[config.mk]
export PLATFORM = sky130hd
export DESIGN_NAME = rate_sched
export DESIGN_NICKNAME = d
export VERILOG_FILES = /design/src/rtl/rate_sched.sv
export SDC_FILE = /design/constraint.sdc
export NUM_CORES = 1
export LEC_CHECK = 0
export CAP_MARGIN = 10
export CORE_MARGIN = 2
export CORE_UTILIZATION = 50
export DETAILED_ROUTE_END_ITERATION = 7
export PLACE_DENSITY = 0.73
export SLEW_MARGIN = 20
export SYNTH_ARGS = -nofsm -noshare
export SYNTH_HDL_FRONTEND = slang
export SYNTH_SLANG_ARGS = --single-unit
[constraint.sdc]
create_clock -name clock -period 3.95 [get_ports clock]
set_clock_uncertainty 0.15 [all_clocks]
set_input_delay 0.79 -clock clock [delete_from_list [all_inputs] [get_ports clock]]
set_output_delay 0.79 -clock clock [all_outputs]
set_load 0.02 [all_outputs]
[src/rtl/rate_sched.sv]
// rate_sched: sequences decimation-factor changes for a downsampler.
//   A free-running divider produces a one-cycle 48 kHz strobe (en48k).
//   A rate-change request is accepted only in RUN. When it differs from the
//   current factor, the FSM waits in PEND for a frame boundary (ds_en_in) or
//   a 16-strobe timeout. It then flushes the downsampler for one cycle
//   (ds_reset, new nfreq_out, frame_cnt cleared) and settles until the next
//   output frame.
// Ports:
//   clock      master clock (rising edge)
//   reset      asynchronous active-low reset
//   nfreq_req  requested decimation factor (0 is treated as 1)
//   req_valid  rate-change request strobe
//   req_ready  high only in RUN
//   en48k      48 kHz sample strobe, suppressed during FLUSH
//   nfreq_out  decimation factor driven to the downsampler
//   ds_reset   one-cycle synchronous reset pulse to the downsampler
//   ds_en_in   downsampler output strobe
//   frame_cnt  output frames since the last rate change
//   state_out  FSM state: RUN=0, PEND=1, FLUSH=2, SETTLE=3
module rate_sched #(
  parameter int unsigned DIV     = 2048,
  parameter int unsigned NF_INIT = 1
) (
  input  logic        clock,
  input  logic        reset,
  input  logic [3:0]  nfreq_req,
  input  logic        req_valid,
  output logic        req_ready,
  output logic        en48k,
  output logic [3:0]  nfreq_out,
  output logic        ds_reset,
  input  logic        ds_en_in,
  output logic [15:0] frame_cnt,
  output logic [1:0]  state_out
);

  typedef enum logic [1:0] {
    RUN    = 2'd0,
    PEND   = 2'd1,
    FLUSH  = 2'd2,
    SETTLE = 2'd3
  } state_t;

  localparam logic [15:0] DIV_M1 = 16'(DIV - 1);
  localparam logic [3:0]  NF_RST = 4'(NF_INIT);

  state_t      r_state, w_state_nxt;
  logic [15:0] r_div, w_div_nxt;
  logic [4:0]  r_to, w_to_nxt;
  logic [3:0]  r_pend, w_pend_nxt;
  logic [3:0]  r_nf, w_nf_nxt;
  logic [15:0] r_fc, w_fc_nxt;
  logic        r_en, w_en_nxt;
  logic        r_ready, w_ready_nxt;
  logic        r_dsr, w_dsr_nxt;

  logic [3:0]  w_clamped;
  logic        w_accept;
  logic        w_timeout;

  assign w_clamped = (nfreq_req == 4'd0) ? 4'd1 : nfreq_req;
  assign w_accept  = req_valid && (r_state == RUN);
  // The 16th strobe seen in PEND ends the wait on the same edge it is counted.
  assign w_timeout = r_en && (r_to == 5'd15);
  assign w_div_nxt = (r_div == DIV_M1) ? '0 : r_div + 16'd1;

  // State register
  always_ff @(posedge clock or negedge reset) begin
    if (!reset) r_state <= FLUSH;
    else        r_state <= w_state_nxt;
  end

  // Next-state logic
  always_comb begin
    w_state_nxt = r_state;
    unique case (r_state)
      RUN:    if (w_accept && (w_clamped != r_nf)) w_state_nxt = PEND;
      PEND:   if (ds_en_in || w_timeout)           w_state_nxt = FLUSH;
      FLUSH:                                       w_state_nxt = SETTLE;
      SETTLE: if (ds_en_in)                        w_state_nxt = RUN;
      default:                                     w_state_nxt = FLUSH;
    endcase
  end

  // Output / datapath next values; every output is taken from a register,
  // so the flags are decoded from the next state rather than the current one.
  always_comb begin
    w_en_nxt    = (w_div_nxt == DIV_M1) && (w_state_nxt != FLUSH);
    w_ready_nxt = (w_state_nxt == RUN);
    w_dsr_nxt   = (w_state_nxt == FLUSH);
    w_pend_nxt  = r_pend;
    w_nf_nxt    = r_nf;
    w_to_nxt    = r_to;
    w_fc_nxt    = r_fc;

    if (w_accept) w_pend_nxt = w_clamped;

    if ((r_state == PEND) && r_en) w_to_nxt = r_to + 5'd1;

    if (ds_en_in) w_fc_nxt = r_fc + 16'd1;

    if (r_state == FLUSH) begin
      w_nf_nxt = r_pend;
      w_fc_nxt = '0;
      w_to_nxt = '0;
    end
  end

  always_ff @(posedge clock or negedge reset) begin
    if (!reset) begin
      r_div   <= '0;
      r_to    <= '0;
      r_pend  <= NF_RST;
      r_nf    <= NF_RST;
      r_fc    <= '0;
      r_en    <= 1'b0;
      r_ready <= 1'b0;
      r_dsr   <= 1'b1;
    end else begin
      r_div   <= w_div_nxt;
      r_to    <= w_to_nxt;
      r_pend  <= w_pend_nxt;
      r_nf    <= w_nf_nxt;
      r_fc    <= w_fc_nxt;
      r_en    <= w_en_nxt;
      r_ready <= w_ready_nxt;
      r_dsr   <= w_dsr_nxt;
    end
  end

  assign req_ready = r_ready;
  assign en48k     = r_en;
  assign nfreq_out = r_nf;
  assign ds_reset  = r_dsr;
  assign frame_cnt = r_fc;
  assign state_out = r_state;

endmodule

---- Word level (Yosys, flattened, before mapping) ----
Cells that the tools add are included.
storage, ports and cells
  register bits ........................... 50
  output and inout port bits .............. 25
  word-level logic and storage cells ...... 42
cells by class
  add/sub/neg operators ................... 3
  equality and inequality tests ........... 9
  muxes and demuxes ....................... 10
  reduce and logical (&&, ||, !) cells .... 11
operators with widths
  cell                                             count
  2-to-1 mux 16 bit                                3
  adder 16 x 1 -> 16 bit, second input constant    2
  == test 16 x 11 -> 1 bit, second input constant  2
  2-to-1 mux 5 bit                                 2
  one-hot mux 2 bit (4 select lines)               1
  == test 2 bit, second input constant             3
  2-to-1 mux 2 bit                                 3
  adder 5 x 1 -> 5 bit, second input constant      1
  == test 5 x 4 -> 1 bit, second input constant    1
  logical AND 1 bit                                5
  zero test 2 bit                                  2
  zero test 4 bit                                  1
  2-to-1 mux 4 bit                                 1
  != test 4 bit                                    1
  nonzero test 2 bit                               2
  == test 2 x 1 -> 1 bit, second input constant    1
  != test 2 bit, second input constant             1
  logical OR 1 bit                                 1

---- Logic depth before layout (Yosys ltp) ----
Gate-level depths: netlist (run 1).
  word-level depth ........................ 8
  mapped depth ............................ 8

---- Worst setup path after synthesis (run 1) ----
Ideal clock, no wire load.
  kind .................................... input port to flip-flop
  from .................................... input port ds_en_in
  to ...................................... register r_fc[15] (netlist: frame_cnt[15])
  library setup time ...................... 0.132 ns
  arrival ................................. 1.931 ns
  required time ........................... 3.668 ns
  slack ................................... 1.737 ns
  stages .................................. 6
  cell sequence ........................... clkbuf_1 > and3_1 > nand4_1 > nor4_1 > xnor2_1 > nor2_1
between the ends
  cells in the longest elaborated chain, start to end .. 1
ends and longest elaborated chain
  element                              RTL line  RTL
  from (decl)                          32        input logic ds_en_in,
  nonzero test 2 bit (no source line)  n/a
  to (signal assigned)                 124       r_fc <= w_fc_nxt;
  to (decl)                            52        logic [15:0] r_fc, w_fc_nxt;
No other way between the ends.
A chain may end at the register's enable or synchronous reset.

---- Final worst setup path (run 1) ----
  from .................................... register r_state[1] (netlist: state_out[1])
  to ...................................... output port state_out[1]
RTL lines
  element                 RTL line  RTL
  from (decl)             47        state_t r_state, w_state_nxt;
  from (signal assigned)  70        else r_state <= w_state_nxt;
  to (decl)               34        output logic [1:0] state_out
No word-level cell between the ends.

==> metrics.yaml, run 1 <==
status: "complete, no violations"
numClockSinks: 50
relSlewSlack: 0.462
cellLeakagePower_nw: 1.25
hold_viol_final: 0
synthTopCellsByArea: "dfrtp_1 45%, xnor2_1 6.2%, nor2_1 4.6%"
max_cap_viol_count: 0
cp-start-kind: "register"
grt_pass1_vias: 1825
ir_drop_mv: 0.374
min_period_ps: 2600
dpl_worst_slack_ps: 1120
routedWlPerCell_um: 13.6
post_cts_buffers: 0
grt_pass1_wl_um: 8240
ant_nets: 0
row_count: 26
crit_path_top_delay_cell: "dfstp_2"
cp_max_fo: 17
drt_iter0_markers: 81
n_antenna_cell: 0
grt_max_degree: 33
yosysSeqAreaShare: 0.492
vias: 1930
postSynthAreaPerCell_um2: 9.98
tightest_slew_ps: 805
syn_inst: 256
clkLatencyLatePin_ps: 300
route.detailed.drc: 0
io_buffer_count: 32
die_width_um: 75.5
drive_above_1_share: 0.100
final.setup.tns_ps: 0
fin_util: 0.608
dr.pass1.iters: 4
yosysTopAreaCell: "dfrtp_1"
overflow: 0
numCtsBuffers: 5
gp_congestion: 0.821
start_util: 0.510
synthArstFlopShare: 1.00
antenna_found_initial: 0
core_um2: 5010
setup_viol_count_final: 0
critical-path-max-stage-delay_ps: 710
worstPathRequired_ps: 3010
worstPathArrival_ps: 1660
die_h_um: 75.5
n_fill_cell: 450
area_growth_pct: 19.2
via_per_inst: 5.36
dpl.hpwl_um: 3480
synthDistinctLibCells: 45
fin_hold_ws_ps: 358
die-area_um2: 5700
criticalPathCategory: "reg2out"
yosys_warnings: 0
cp_cell_sequence: "clkdlybuf4s50_1"
timing.final.crit_share: 0.659
hp-class: "reg2reg"
num_io_pins: 33
wirelength_um: 4910
hold_buffers: 0
synth-seq-cells: 50
cts_resized: 0
syn-num-nets: 269
synthFlopType: "dfrtp_1"
cts-root-buf: "clkbuf_8"
cp_top_family: "flip-flops"
cts_tree: "yes"
htreeDepth: 2
end_kind: "primary output"
cts.clk_slew.worst_paths_ps: 90
setup_slack_ps: 1350
clk_path_buf_depth: 2
power_mw: 1.46
path_buf_inv: 1
slew_viol_final: 0
fmax_mhz: 384
synth_top_area_frac: 0.451
num-nets-final: 302
p_per_area_nw_per_um2: 479
rsz0062_at_grt: "false"
synth_edf_count: 0
synth_area_um2: 2550
track_usage: 0.187
-- through the flow --
step                std cells  cell area [um2]
floorplan                 256             2550
global placement          352             2940
detailed placement        352             2940
CTS                       360             3050
global route              360             3050
finish                    360             3050
-- worst paths after layout --
kind	from	endpoint	slack, ps	depth (start not counted)
setup / recovery	state_out[1]	state_out[1]	1350	1
hold / removal	r_pend[0]	r_pend[0]	360	2
setup reg to reg	r_div[5]	en48k	1520	5
hold reg to reg	r_pend[0]	r_pend[0]	360	2
max in group asynchronous	reset	state_out[1]	2500	2
min in group asynchronous	reset	frame_cnt[13]	370	1
-- per-layer routing --
layer	up-vias	routed length, um	global-route usage
met5	-	0	0
met4	0	29	0.0526
met3	2	145	0.0278
met2	33	2220	0.289
met1	931	2520	0.276
li1	964	-	-
-- cell usage in the layout (no fill, tap or decap), types with 6 or more instances in the layout --
| cell | Yosys | layout |
|---|---|---|
| a21oi_1 | 12 | 12 |
| and3_1 | 6 | 6 |
| clkdlybuf4s50_1 | 0 | 31 |
| dfrtp_1 | 46 | 46 |
| inv_1 | 8 | 8 |
| mux2_2 | 7 | 7 |
| nand2_1 | 19 | 19 |
| nand3_1 | 7 | 7 |
| nand4_1 | 8 | 8 |
| nor2_1 | 31 | 31 |
| nor3_1 | 11 | 11 |
| nor4_1 | 6 | 6 |
| o21ai_0 | 10 | 10 |
| xnor2_1 | 18 | 18 |
| xor2_1 | 12 | 12 |
-- cells by family (layout without fill, tap and decap cells) --
logic type | Yosys count | count (layout) | synth area share
simple gates | 110 | 110 | 0.228
xor+xnor | 30 | 30 | 0.103
flops | 50 | 50 | 0.492
compound gates | 35 | 35 | 0.0882
fa+ha+maj | 5 | 5 | 0.0245
buf+inv | 17 | 51 | 0.0260
mux | 9 | 9 | 0.0387
-- synthesized netlist by cell type (2+ instances only) --
| library cell | number |
|---|---|
| or3_1 | 3 |
| clkbuf_1 | 6 |
| mux2i_1 | 2 |
| nand4_1 | 8 |
| mux2_2 | 7 |
| o31a_1 | 2 |
| nor2b_1 | 2 |
| a21o_1 | 2 |
| dfstp_2 | 4 |
| buf_2 | 2 |
| ha_1 | 5 |
| nor4_1 | 6 |
| dfrtp_1 | 46 |
| o21a_1 | 2 |
| and3_1 | 6 |
| xnor2_1 | 18 |
| o21ai_0 | 10 |
| xor2_1 | 12 |
| nand2_1 | 19 |
| nand4b_1 | 2 |
| inv_1 | 8 |
| nand3_1 | 7 |
| or2_1 | 3 |
| a21oi_1 | 12 |
| nor3_1 | 11 |
| nor2_1 | 31 |
| or4_1 | 2 |
-- cell type report --
class	instances	area (um2)	share of cell area
Sequential cell	50	1260	0.412
Multi-Input combinational cell	189	1230	0.405
Timing Repair Buffer	34	330	0.108
Tap cell	70	87.6	0.0287
Clock buffer	7	76.3	0.0251
Inverter	9	33.8	0.0111
Clock inverter	1	30.0	0.00986
-- state kept, by name (all words and copies together) (netlist names) --
signal     count
req_ready      1
state_out      2
ds_reset       1
en48k          1
r_div         16
r_pend         4
frame_cnt     16
r_to           5
nfreq_out      4
-- report_power, final --
part / switching [mW] / internal, mW
Clock: 0.161 / 0.190
Combinational: 0.205 / 0.207
Sequential: 0.0918 / 0.606
(Power assumes the default switching activity.)
==> run 2, diff against run 1 <==
==> constraint.sdc (replaced) <==
create_clock -name clock -period 2.6 [get_ports clock]
set_clock_uncertainty 0.15 [all_clocks]
set_input_delay 0.52 -clock clock [delete_from_list [all_inputs] [get_ports clock]]
set_output_delay 0.52 -clock clock [all_outputs]
set_load 0.02 [all_outputs]
==> metrics.yaml, run 2 (synthesis gave the netlist of run 1 again) <==
status: "complete, no violations"
setup_viol_count_final: 0  # unchanged
critical-path-max-stage-delay_ps: 430  # -280 ps
hp-class: "in2async"
die-area_um2: 5700  # unchanged
dpl_worst_slack_ps: 221  # -900 ps
dr.pass1.iters: 4  # unchanged
tightest_slew_ps: 598  # -206 ps
crit_path_top_delay_cell: "dfrtp_1"
post_cts_buffers: 0  # unchanged
timing.final.crit_share: 0.900
overflow: 0  # unchanged
grt_max_degree: 27  # -18%
p_per_area_nw_per_um2: 698  # +46%
min_period_ps: 2340
cts_tree: "yes"
p_comb_frac: 0.296  # +0.014
track_usage: 0.192  # +0.00535
worstPathRequired_ps: 2650  # -360 ps
vias: 1944  # +0.73%
end_kind: "register"
cp_cell_sequence: "ha_1 -> and3_1 -> ha_1 -> a21oi_1 -> nor3_1 -> or3_1 -> nor4_1 -> nor4b_2"
via_per_inst: 5.33  # -0.65%
start_util: 0.510  # unchanged
die_width_um: 75.5  # unchanged
hold_buffers: 0  # unchanged
io_buffer_count: 32  # unchanged
die_h_um: 75.5  # unchanged
num-nets-final: 307  # +1.7%
fin_util: 0.615  # +0.00674
gp_congestion: 0.799  # -2.8%
slew_viol_final: 0  # unchanged
rrSetupSlack_ps: 260  # -1260 ps
cp_max_fo: 5  # -12
numClockSinks: 50  # unchanged
p_switching_uw: 690  # +50%
numCtsBuffers: 5  # unchanged
p_int_mw: 1.46  # +46%
setup_slack_ps: 259  # -1090 ps
route.detailed.drc: 0  # unchanged
grt_pass1_vias: 1902  # +4.2%
criticalPathCategory: "reg2reg"
antenna_found_initial: 0  # unchanged
cellLeakagePower_nw: 1.27  # +1.8%
ant_nets: 0  # unchanged
htreeDepth: 2  # unchanged
layout_common_cells: "46 x dfrtp_1, 31 x nor2_1, 31 x clkdlybuf4s50_1"
worstPathArrival_ps: 2390  # +730 ps
num_io_pins: 33  # unchanged
final.setup.tns_ps: 0  # unchanged
row_count: 26  # unchanged
clkLatencyLatePin_ps: 290  # about the same
max_cap_viol_count: 0  # unchanged
cp-start-kind: "register"
grt_pass1_wl_um: 8500  # +3.2%
path_common_cell: "ha_1"
cts_resized: 0  # unchanged
rsz0062_at_grt: "false"
sw_frac_of_total: 0.321  # +0.00698
cts-root-buf: "clkbuf_8"
clockPowerShare: 0.211  # -0.029
ir_drop_mv: 0.639  # +71%
wirelength_um: 4920  # +0.12%
n_antenna_cell: 0  # unchanged
cts.clk_slew.worst_paths_ps: 90  # about the same
routedWlPerCell_um: 13.5  # -1.2%
relSlewSlack: 0.601  # +0.139
drive_above_1_share: 0.115  # +0.0153
n_fill_cell: 443  # -1.6%
area_growth_pct: 20.6
seqPwrFrac: 0.493  # +0.015
layout_commonest_cell: "dfrtp_1"
core_um2: 5010  # unchanged
hold_viol_final: 0  # unchanged
fmax_mhz: 427
fin_hold_ws_ps: 78.6  # -280 ps
clk_path_buf_depth: 2  # unchanged
drt_iter0_markers: 50  # -38%
dpl.hpwl_um: 3610  # +3.8%
[run 2: changes by cell type in the layout (fill, tap and decap cells not counted)]
cell / delta
buf_12: +1
buf_4: +4
bufinv_16: -1
clkbuf_8: +1
[run 2: worst paths after layout]
check	startpoint	to	depth (start not counted)
max	r_to[0]	en48k	8
max in group asynchronous	reset	state_out[1]	2
min	reset	frame_cnt[10]	1
max reg2reg	r_to[0]	en48k	8
min reg2reg	r_pend[2]	r_pend[2]	1
min in group clock	r_pend[2]	r_pend[2]	1
[run 2: metrics by stage]
stage	instance area, um2	std cells	power [mW]
after floorplan	2550	256	1.42
after global placement	2990	357	1.70
after detailed placement	2990	357	1.72
after CTS	3080	365	2.18
after global routing	3080	365	2.26
final	3080	365	2.15
[run 2: final cells by class]
type | instances | area (um2) | share of cell area
Multi-Input combinational cell | 189 | 1230 | 0.400
Timing Repair Buffer | 39 | 380 | 0.123
Tap cell | 70 | 87.6 | 0.0284
Clock buffer | 8 | 90.1 | 0.0292
Inverter | 9 | 33.8 | 0.0110
Sequential cell | 50 | 1260 | 0.408
[run 2: critical path: cells and delay by family (launching register included)]
family	cells	cell delay, ps
AOI/OAI and AO/OA	1	130
adders and majority gates	2	440
DFF	1	430
and+or+nand+nor	5	1130
[run 2: power by group through the flow]
stage / clock network, mW / registers, mW / logic [mW]
floorplan: 0 / 1.14 / 0.284
global placement: 0 / 1.07 / 0.635
detailed placement: 0 / 1.07 / 0.644
CTS: 0.469 / 1.06 / 0.647
global route: 0.495 / 1.08 / 0.689
finish: 0.454 / 1.06 / 0.636
[run 2: routing by layer]
| metal | wire length, um | GRT usage | share of wire |
|---|---|---|---|
| met4 | 24 | 0.0409 | 0.0049 |
| met5 | 0 | 0 | 0 |
| met1 | 2390 | 0.270 | 0.49 |
| met2 | 2340 | 0.314 | 0.48 |
| met3 | 158 | 0.0357 | 0.032 |
